File: src/rtl/servo_pwm_decoder.sv
// Purpose: measures servo PWM high time and reports it in microseconds and as an 8-bit position.
// Latency: outputs update 3 clocks after the pwm_in falling edge is sampled.
// Backpressure: none; strobes are single-cycle and the consumer must sample them when they occur.
//
// Ports:
//   clock, reset   single clock, synchronous active-high reset
//   pwm_in         asynchronous servo PWM input, synchronised internally
//   pulse_us       last accepted high time in microseconds
//   position       last accepted position, 0 at MIN_US up to 250 at MAX_US
//   pulse_valid    one-cycle strobe when pulse_us/position update
//   range_err      one-cycle strobe when a pulse is rejected
//   signal_lost    level, high while no valid activity has been seen
module servo_pwm_decoder #(
    parameter int CYCLES_PER_US = 50,
    parameter int MIN_US        = 1000,
    parameter int MAX_US        = 2000,
    parameter int GLITCH_US     = 500,
    parameter int MAX_VALID_US  = 2500,
    parameter int LOSS_US       = 25000
) (
    input  logic        clock,
    input  logic        reset,
    input  logic        pwm_in,
    output logic [11:0] pulse_us,
    output logic [7:0]  position,
    output logic        pulse_valid,
    output logic        range_err,
    output logic        signal_lost
);

    localparam int PW = (CYCLES_PER_US > 1) ? $clog2(CYCLES_PER_US) : 1;
    localparam int LW = $clog2(LOSS_US + 1);

    localparam logic [PW-1:0] PRE_LAST = PW'(CYCLES_PER_US - 1);
    localparam logic [11:0]   CNT_MAX  = 12'hFFF;
    localparam logic [11:0]   GLITCH_W = 12'(GLITCH_US);
    localparam logic [11:0]   MAXV_W   = 12'(MAX_VALID_US);
    localparam logic [11:0]   MIN_W    = 12'(MIN_US);
    localparam logic [11:0]   MAX_W    = 12'(MAX_US);
    localparam logic [LW-1:0] LOSS_W   = LW'(LOSS_US);
    localparam logic [LW-1:0] LOSS_HIT = LW'(LOSS_US - 1);

    typedef enum logic [1:0] {
        WAIT_LOW,
        WAIT_RISE,
        MEASURE,
        STUCK
    } state_t;

    state_t          state;
    logic            s1, s2, s3;
    logic            rise, fall;
    logic [PW-1:0]   prescale;
    logic            us_tick;
    logic [11:0]     us_cnt;
    logic [11:0]     us_now;
    logic [LW-1:0]   loss_cnt;
    logic [1:0]      warm;
    logic            in_range;
    logic            accept;
    logic [11:0]     clamped;
    logic [11:0]     span;

    assign rise    = s2 & ~s3;
    assign fall    = ~s2 & s3;
    assign us_tick = (prescale == PRE_LAST);

    // Width including a tick landing in the current cycle, so that a pulse of
    // exactly k*CYCLES_PER_US cycles reports k on the falling-edge cycle.
    assign us_now = (us_tick && us_cnt != CNT_MAX) ? us_cnt + 12'd1 : us_cnt;

    assign in_range = (us_now >= GLITCH_W) && (us_now <= MAXV_W);
    assign accept   = (state == MEASURE) && fall && in_range;

    always_comb begin
        clamped = us_now;
        if (us_now < MIN_W) begin
            clamped = MIN_W;
        end else if (us_now > MAX_W) begin
            clamped = MAX_W;
        end
    end

    assign span = clamped - MIN_W;

    always_ff @(posedge clock) begin
        if (reset) begin
            s1          <= 1'b0;
            s2          <= 1'b0;
            s3          <= 1'b0;
            warm        <= 2'd0;
            prescale    <= '0;
            us_cnt      <= 12'd0;
            loss_cnt    <= '0;
            state       <= WAIT_LOW;
            pulse_us    <= 12'd0;
            position    <= 8'd0;
            pulse_valid <= 1'b0;
            range_err   <= 1'b0;
            signal_lost <= 1'b1;
        end else begin
            s1 <= pwm_in;
            s2 <= s1;
            s3 <= s2;

            // The synchroniser resets to 0, which would look like a genuine low
            // right after reset; WAIT_LOW only trusts s2 once real samples
            // have propagated through both stages.
            if (warm != 2'd2) begin
                warm <= warm + 2'd1;
            end

            pulse_valid <= 1'b0;
            range_err   <= 1'b0;

            // Free-running microsecond prescaler, re-phased to every rising edge.
            if (rise || us_tick) begin
                prescale <= '0;
            end else begin
                prescale <= prescale + PW'(1);
            end

            // Time since the last rising edge, saturating at LOSS_US.
            if (rise) begin
                loss_cnt <= '0;
            end else if (us_tick && loss_cnt != LOSS_W) begin
                loss_cnt <= loss_cnt + LW'(1);
            end

            // A rise in the cycle the counter would hit LOSS_US wins.
            if (accept) begin
                signal_lost <= 1'b0;
            end else if (!rise && us_tick && loss_cnt == LOSS_HIT) begin
                signal_lost <= 1'b1;
            end

            if (rise) begin
                us_cnt <= 12'd0;
            end else if (state == MEASURE) begin
                us_cnt <= us_now;
            end

            case (state)
                WAIT_LOW: begin
                    if (warm == 2'd2 && !s2) begin
                        state <= WAIT_RISE;
                    end
                end
                WAIT_RISE: begin
                    if (rise) begin
                        state <= MEASURE;
                    end
                end
                MEASURE: begin
                    if (fall) begin
                        if (in_range) begin
                            pulse_us    <= us_now;
                            position    <= 8'(span >> 2);
                            pulse_valid <= 1'b1;
                        end else begin
                            range_err   <= 1'b1;
                        end
                        state <= WAIT_RISE;
                    end else if (us_now > MAXV_W) begin
                        // Over-long pulse: report once, then ignore until low.
                        range_err <= 1'b1;
                        state     <= STUCK;
                    end
                end
                STUCK: begin
                    if (!s2) begin
                        state <= WAIT_RISE;
                    end
                end
                default: state <= WAIT_LOW;
            endcase
        end
    end

endmodule

File: config.mk
export PLATFORM = sky130hd
export DESIGN_NAME = servo_pwm_decoder
export DESIGN_NICKNAME = d
export VERILOG_FILES = /design/src/rtl/servo_pwm_decoder.sv
export SDC_FILE = /design/constraint.sdc
export NUM_CORES = 1
export LEC_CHECK = 0
export ABC_CLOCK_PERIOD_IN_PS = 3400
export BUFFER_PORTS_ARGS = -buffer_cell sky130_fd_sc_hd__buf_4
export CAP_MARGIN = 20
export CORE_MARGIN = 1.5
export CORE_UTILIZATION = 25
export CTS_BUF_LIST = sky130_fd_sc_hd__clkbuf_16
export CTS_CLUSTER_DIAMETER = 100
export DETAILED_ROUTE_END_ITERATION = 10
export HOLD_SLACK_MARGIN = 0.06
export PLACE_DENSITY = 0.51
export RECOVER_POWER = 25
export SLEW_MARGIN = 0
export SYNTH_ARGS = -nofsm -noshare
export SYNTH_HDL_FRONTEND = slang
export SYNTH_SLANG_ARGS = --single-unit
File: constraint.sdc
create_clock -name clock -period 3.4 [get_ports clock]
set_input_delay 0.68 -clock clock [delete_from_list [all_inputs] [get_ports clock]]
set_output_delay 0.68 -clock clock [all_outputs]
set_load 0.005 [all_outputs]
**Yosys cells after proc, flatten, opt, wreduce, memory -nomap -nowiden**

Cells that the tools add are included.

- Bits in registers: 63
- Input bits: 3
- Output and inout bits: 23
- Logic and storage cells: 76

- Add/sub/neg operators: 5
- $lt $le $gt $ge: 5
- Eq/ne operators: 13
- Mux-type cells: 15
- Bitwise operators: 6
- Reductions and logical operators: 19

Operators with widths:

| cell | number |
|---|---|
| $mux W10 | 2 |
| $add A15 B1 Y15 const B | 1 |
| $eq A15 B15 Y1 const B | 1 |
| $ne A15 B15 Y1 const B | 1 |
| $add A12 B1 Y12 const B | 1 |
| $ge A12 B9 Y1 const B | 1 |
| $gt A12 B11 Y1 const B | 1 |
| $gt A12 B12 Y1 const B | 1 |
| $le A12 B12 Y1 const B | 1 |
| $lt A12 B10 Y1 const B | 1 |
| $mux W12 | 1 |
| $ne A12 B12 Y1 const B | 1 |
| $mux W2 | 5 |
| $sub A10 B10 Y10 const B | 1 |
| $logic_and A1 B1 Y1 | 8 |
| $ne A2 B2 Y1 const B | 4 |
| $pmux W2 S4 | 1 |
| $add A6 B1 Y6 const B | 1 |
| $eq A2 B2 Y1 const B | 3 |
| $eq A6 B6 Y1 const B | 1 |
| $mux W1 | 6 |
| $reduce_or A2 Y1 | 3 |
| $not A1 Y1 | 4 |
| $reduce_and A4 Y1 | 1 |
| 10 further kinds | 12 |

**Logic depth before layout (Yosys ltp)**

- Depth after elaboration: 7
- Depth in mapped cells: 15
- Depth with buffers taken out: 14

**Worst setup path after synthesis**

No wires, ideal clock.

- Path type: reg-to-reg
- Start point: register us_cnt[1]
- End point: register position[5]
- Setup time: 0.092 ns
- Data arrival time: 3.450 ns
- Data required time: 3.308 ns
- Setup slack: -0.142 ns
- Cell stages (with the launch flop): 15
- Path buffers: 1
- Period minus slack after synthesis: 3.542 ns
- Cells stage by stage: dfxtp_1 -> ha_1 -> clkbuf_2 -> nand4_1 -> or3_4 -> a31oi_4 -> nor2_1 -> or3_4 -> o311ai_4 -> o21ai_0 -> ha_1 -> nor3b_1 -> xnor2_1 -> and3_1 -> o32ai_1

- Longest elaborated chain between the ends: 7
- Elaborated cells between the ends (all ways): 13
- Those cells by class: add/sub (2); order compare (4); eq/ne (1); mux (3); reduce/logical (3)

Ends and longest elaborated chain:

| item | RTL line | source |
|---|---|---|
| start, declared | 55 | `logic [11:0] us_cnt;` |
| start signal, assigned | 140 | `us_cnt <= us_now;` |
| branches (longest 2 deep; another with $add A12 B1 Y12) | -- |  |
| $mux W12 * | 70 | `assign us_now = (us_tick && us_cnt != CNT_MAX) ? us_cnt + 12'd1 : us_cnt;` |
| $gt A12 B11 Y1 | 79 | `end else if (us_now > MAX_W) begin` |
| $mux W10 | 79 |  |
| $mux W10 | 77 | `if (us_now < MIN_W) begin` |
| $sub A10 B10 Y10 | 84 | `assign span = clamped - MIN_W;` |
| end signal, assigned | 158 | `position <= 8'(span >> 2);` |
| end, declared | 25 | `output logic [7:0] position,` |

Mark *: on every way between the ends.
A chain may end at the register's enable or synchronous reset.

**Final worst setup path**

- Start point: register prescale[4]
- End point: register position[5]

- Longest elaborated chain between the ends: 7
- Elaborated cells between the ends (all ways): 12
- Those cells by class: add/sub (1); order compare (4); eq/ne (1); mux (3); reduce/logical (3)

Ends and longest elaborated chain:

| item | RTL line | source |
|---|---|---|
| start, declared | 53 | `logic [PW-1:0] prescale;` |
| start signal, assigned | 120 | `prescale <= prescale + PW'(1);` |
| $eq A6 B6 Y1 * | 66 | `assign us_tick = (prescale == PRE_LAST);` |
| $logic_and A1 B1 Y1 * | 70 |  |
| $mux W12 * | 70 |  |
| $gt A12 B11 Y1 | 79 |  |
| $mux W10 | 79 |  |
| $mux W10 | 77 |  |
| $sub A10 B10 Y10 | 84 |  |

Mark *: on every way between the ends. The rest lies on a longest branch, timed or not.

==> results_dict.tcl <==
set metrics [dict create \
    syn_area_per_cell_um2 9.076 \
    n_antenna_cell 0 \
    drtPass1Iterations 4 \
    route.detailed.drc 0 \
    min_period_over_period_pct 94.60 \
    p_leak_nw 1.601 \
    cts_buffers 9 \
    grt_pass1_wl_mm 14.22 \
    synth_fp_nets 409 \
    synth_top_area_cell "dfxtp_1" \
    hold_viol_final 0 \
    ys_warn_count 0 \
    power_switching_w 0.0004463 \
    drive_gt1_share_pct 24.94 \
    relSlewSlack_pct 60.24 \
    ys.flop_type "dfxtp_1" \
    via_per_inst 4.733 \
    drtIter0Drc 138 \
    clk_latency_ns 0.33 \
    cts_tree "yes" \
    max_slew.worst_pin.slew_ns 0.5922 \
    slew_viol_final 0 \
    ys_seq_area_share_pct 35.27 \
    skew_ns 0.006876 \
    grt_pass1_vias 2835 \
    clkPwrFrac_pct 50.3 \
    grt-ovfl-total 0 \
    cts_htree_levels 3 \
    path_max_fanout 7 \
    ys_types 72 \
    core.rowCount 43 \
    path_clk_slew_ns 0.06 \
    io_pins 26 \
    critPathArrivalTime_ns 3.46 \
    postCtsSetupBuffers 0 \
    synth_edf_count 0 \
    fillers 1440 \
    cellPowerDensity_nw_per_um2 415.9 \
    maxCapViolations 0 \
    dp_hpwl_mm 6.217 \
    route.vias.total 2939 \
    endpoint_kind "flip-flop" \
    layout_setup_ws_ns 0.1836 \
    crit_required_ns 3.64 \
    coreArea_um2 13930 \
    grt_max_degree 32 \
    die_y_um 122.6 \
    gp_congestion 0.8706 \
    yosys-top-cells-count "dfxtp_1, nor2_1, nand2_1, mux2i_1, xor2_1" \
    synth_area_um2 3576 \
    ir_drop_uv 200.4 \
    tns_ns 0 \
    crit_type "flip-flop to flip-flop" \
    wl_mm 8.459 \
    async_reset_ff_share_pct 0 \
    internal-power_w 0.001385 \
    cts_root_buf "clkbuf_16" \
    synth_area_leaders "dfxtp_1, nor2_1, mux2i_1" \
    startpoint_type "flip-flop" \
    die_x_um 122.6 \
    cts_buffer_depth 2 \
    syn_inst 394 \
    syn_to_final_growth_pct 23.09 \
    io_buffers 25 \
    power_frac_seq_pct 42.5 \
    ys_ff_latch 63 \
    ant_nets 0 \
    pwr-share-comb_pct 7.2 \
    initial_core_util_pct 25.66 \
    hold_class "flip-flop to flip-flop" \
    swShare_pct 24.38 \
    die_area_um2 15030 \
    grt_usage_pct 11.94 \
    clock_sinks 63 \
    pre_cts_ws_ns 0.07814 \
    setup_viol 0 \
    yosys.area.top_type_share_pct 35.27 \
    post_drt_wl_per_cell_um 13.62 \
    outcome "finished clean" \
    antenna_found_initial 0 \
    max_freq_mhz 310.9 \
    fin_crit_ns 3.216 \
    nets 451 \
]
power by group through the flow:
stage               combinational, W  clock (W)  sequential [W]
floorplan                   0.000107          0        0.000791
global placement            0.000123          0        0.000792
detailed placement          0.000130          0        0.000795
CTS                         0.000131   0.000944        0.000779
global route                0.000153   0.000982        0.000782
finish                      0.000132   0.000920        0.000779
metrics by stage:
stage / utilization (%) / instances / hold slack [ns] / total power (W) / cell area, um2
global route: 31.59 / 621 / 0.4709 / 0.001917 / 4402
floorplan: - / 394 / 0.4138 / 0.0008975 / 3583
global placement: 28.97 / 605 / 0.4192 / 0.0009153 / 4036
CTS: 31.10 / 621 / 0.4430 / 0.001854 / 4334
detailed placement: 28.97 / 605 / 0.4291 / 0.0009251 / 4036
finish: 31.59 / 621 / 0.4383 / 0.001831 / 4402
placed cells by master (no fill, tap or decap), types with 3 or more instances in the layout:
cell       instances
clkbuf_4          13
nor3b_1            5
clkbuf_1           3
mux2_2             5
nor2b_1            5
o21ai_0           10
xnor2_1           16
dfxtp_1           62
clkbuf_16          9
nand4_1           10
inv_1             10
ha_1              10
nand2b_1           8
a21o_1             3
a211oi_2           3
and3_1             4
nor4_1             3
nor3_1             4
nor2_1            63
nand2_1           28
mux2i_1           17
xor2_1            17
a41oi_1            3
a311oi_1           3
buf_4             36
nand3_1           13
a21oi_1           13
cell families after synthesis:
| kind of cell | count (synthesis) | share of synthesized area, % |
|---|---|---|
| AO/OA/AOI/OAI | 57 | 13.33 |
| AND/OR/NAND/NOR | 175 | 26.45 |
| XOR/XNOR | 33 | 8.082 |
| multiplexers | 22 | 6.333 |
| buffers and inverters | 32 | 6.333 |
| adder cells (fa/ha/maj) | 12 | 4.199 |
| flip-flops | 63 | 35.27 |
registers in the layout, summed over array words and instances (netlist names), 2 cells and up:
| signal | flops |
|---|---|
| loss_cnt | 15 |
| position | 8 |
| prescale | 6 |
| pulse_us | 12 |
| state | 2 |
| us_cnt | 12 |
| warm | 2 |
worst max-delay path: stages, from the launching register on:
cell and delay (ns):
dfxtp_1 0.44, and4bb_4 0.34, nand4_4 0.19, o311ai_4 0.29, nand2_1 0.09, or3_4 0.42
o311ai_4 0.28, a21boi_2 0.25, ha_2 0.25, nor3b_2 0.06, xnor2_1 0.12, and3_1 0.19
o32ai_1 0.20
worst paths after layout:
kind         cells past startpoint           to  slack [ns]         from
max                             12  position[5]        0.18  prescale[4]
min                              1           s2        0.44           s1
max reg2reg                     12  position[5]        0.18  prescale[4]
min reg2reg                      1           s2        0.44           s1
area by class of cell:
class | instances | area (um2) | share of cell area [%]
well taps | 180 | 225.2 | 5.117
multi-input cells | 299 | 2180 | 49.52
inverters | 10 | 37.54 | 0.8528
clock buffers | 9 | 225.2 | 5.117
repair buffers | 53 | 399.1 | 9.068
flip-flops and latches | 63 | 1262 | 28.68
clock inverters | 7 | 72.57 | 1.649
routing by layer:
metal  wire, um  global-route usage (%)
met1       4226                   16.52
met2       3790                   18.02
met3        296                   3.206
met4        146                   3.706
met5          0                       0
repair_timing:
item                       4_1_cts  5_1_grt
resized for setup                0       14
hold buffers                     0        0
setup endpoints to repair        0       20
Power figures use the tool's default switching activity.
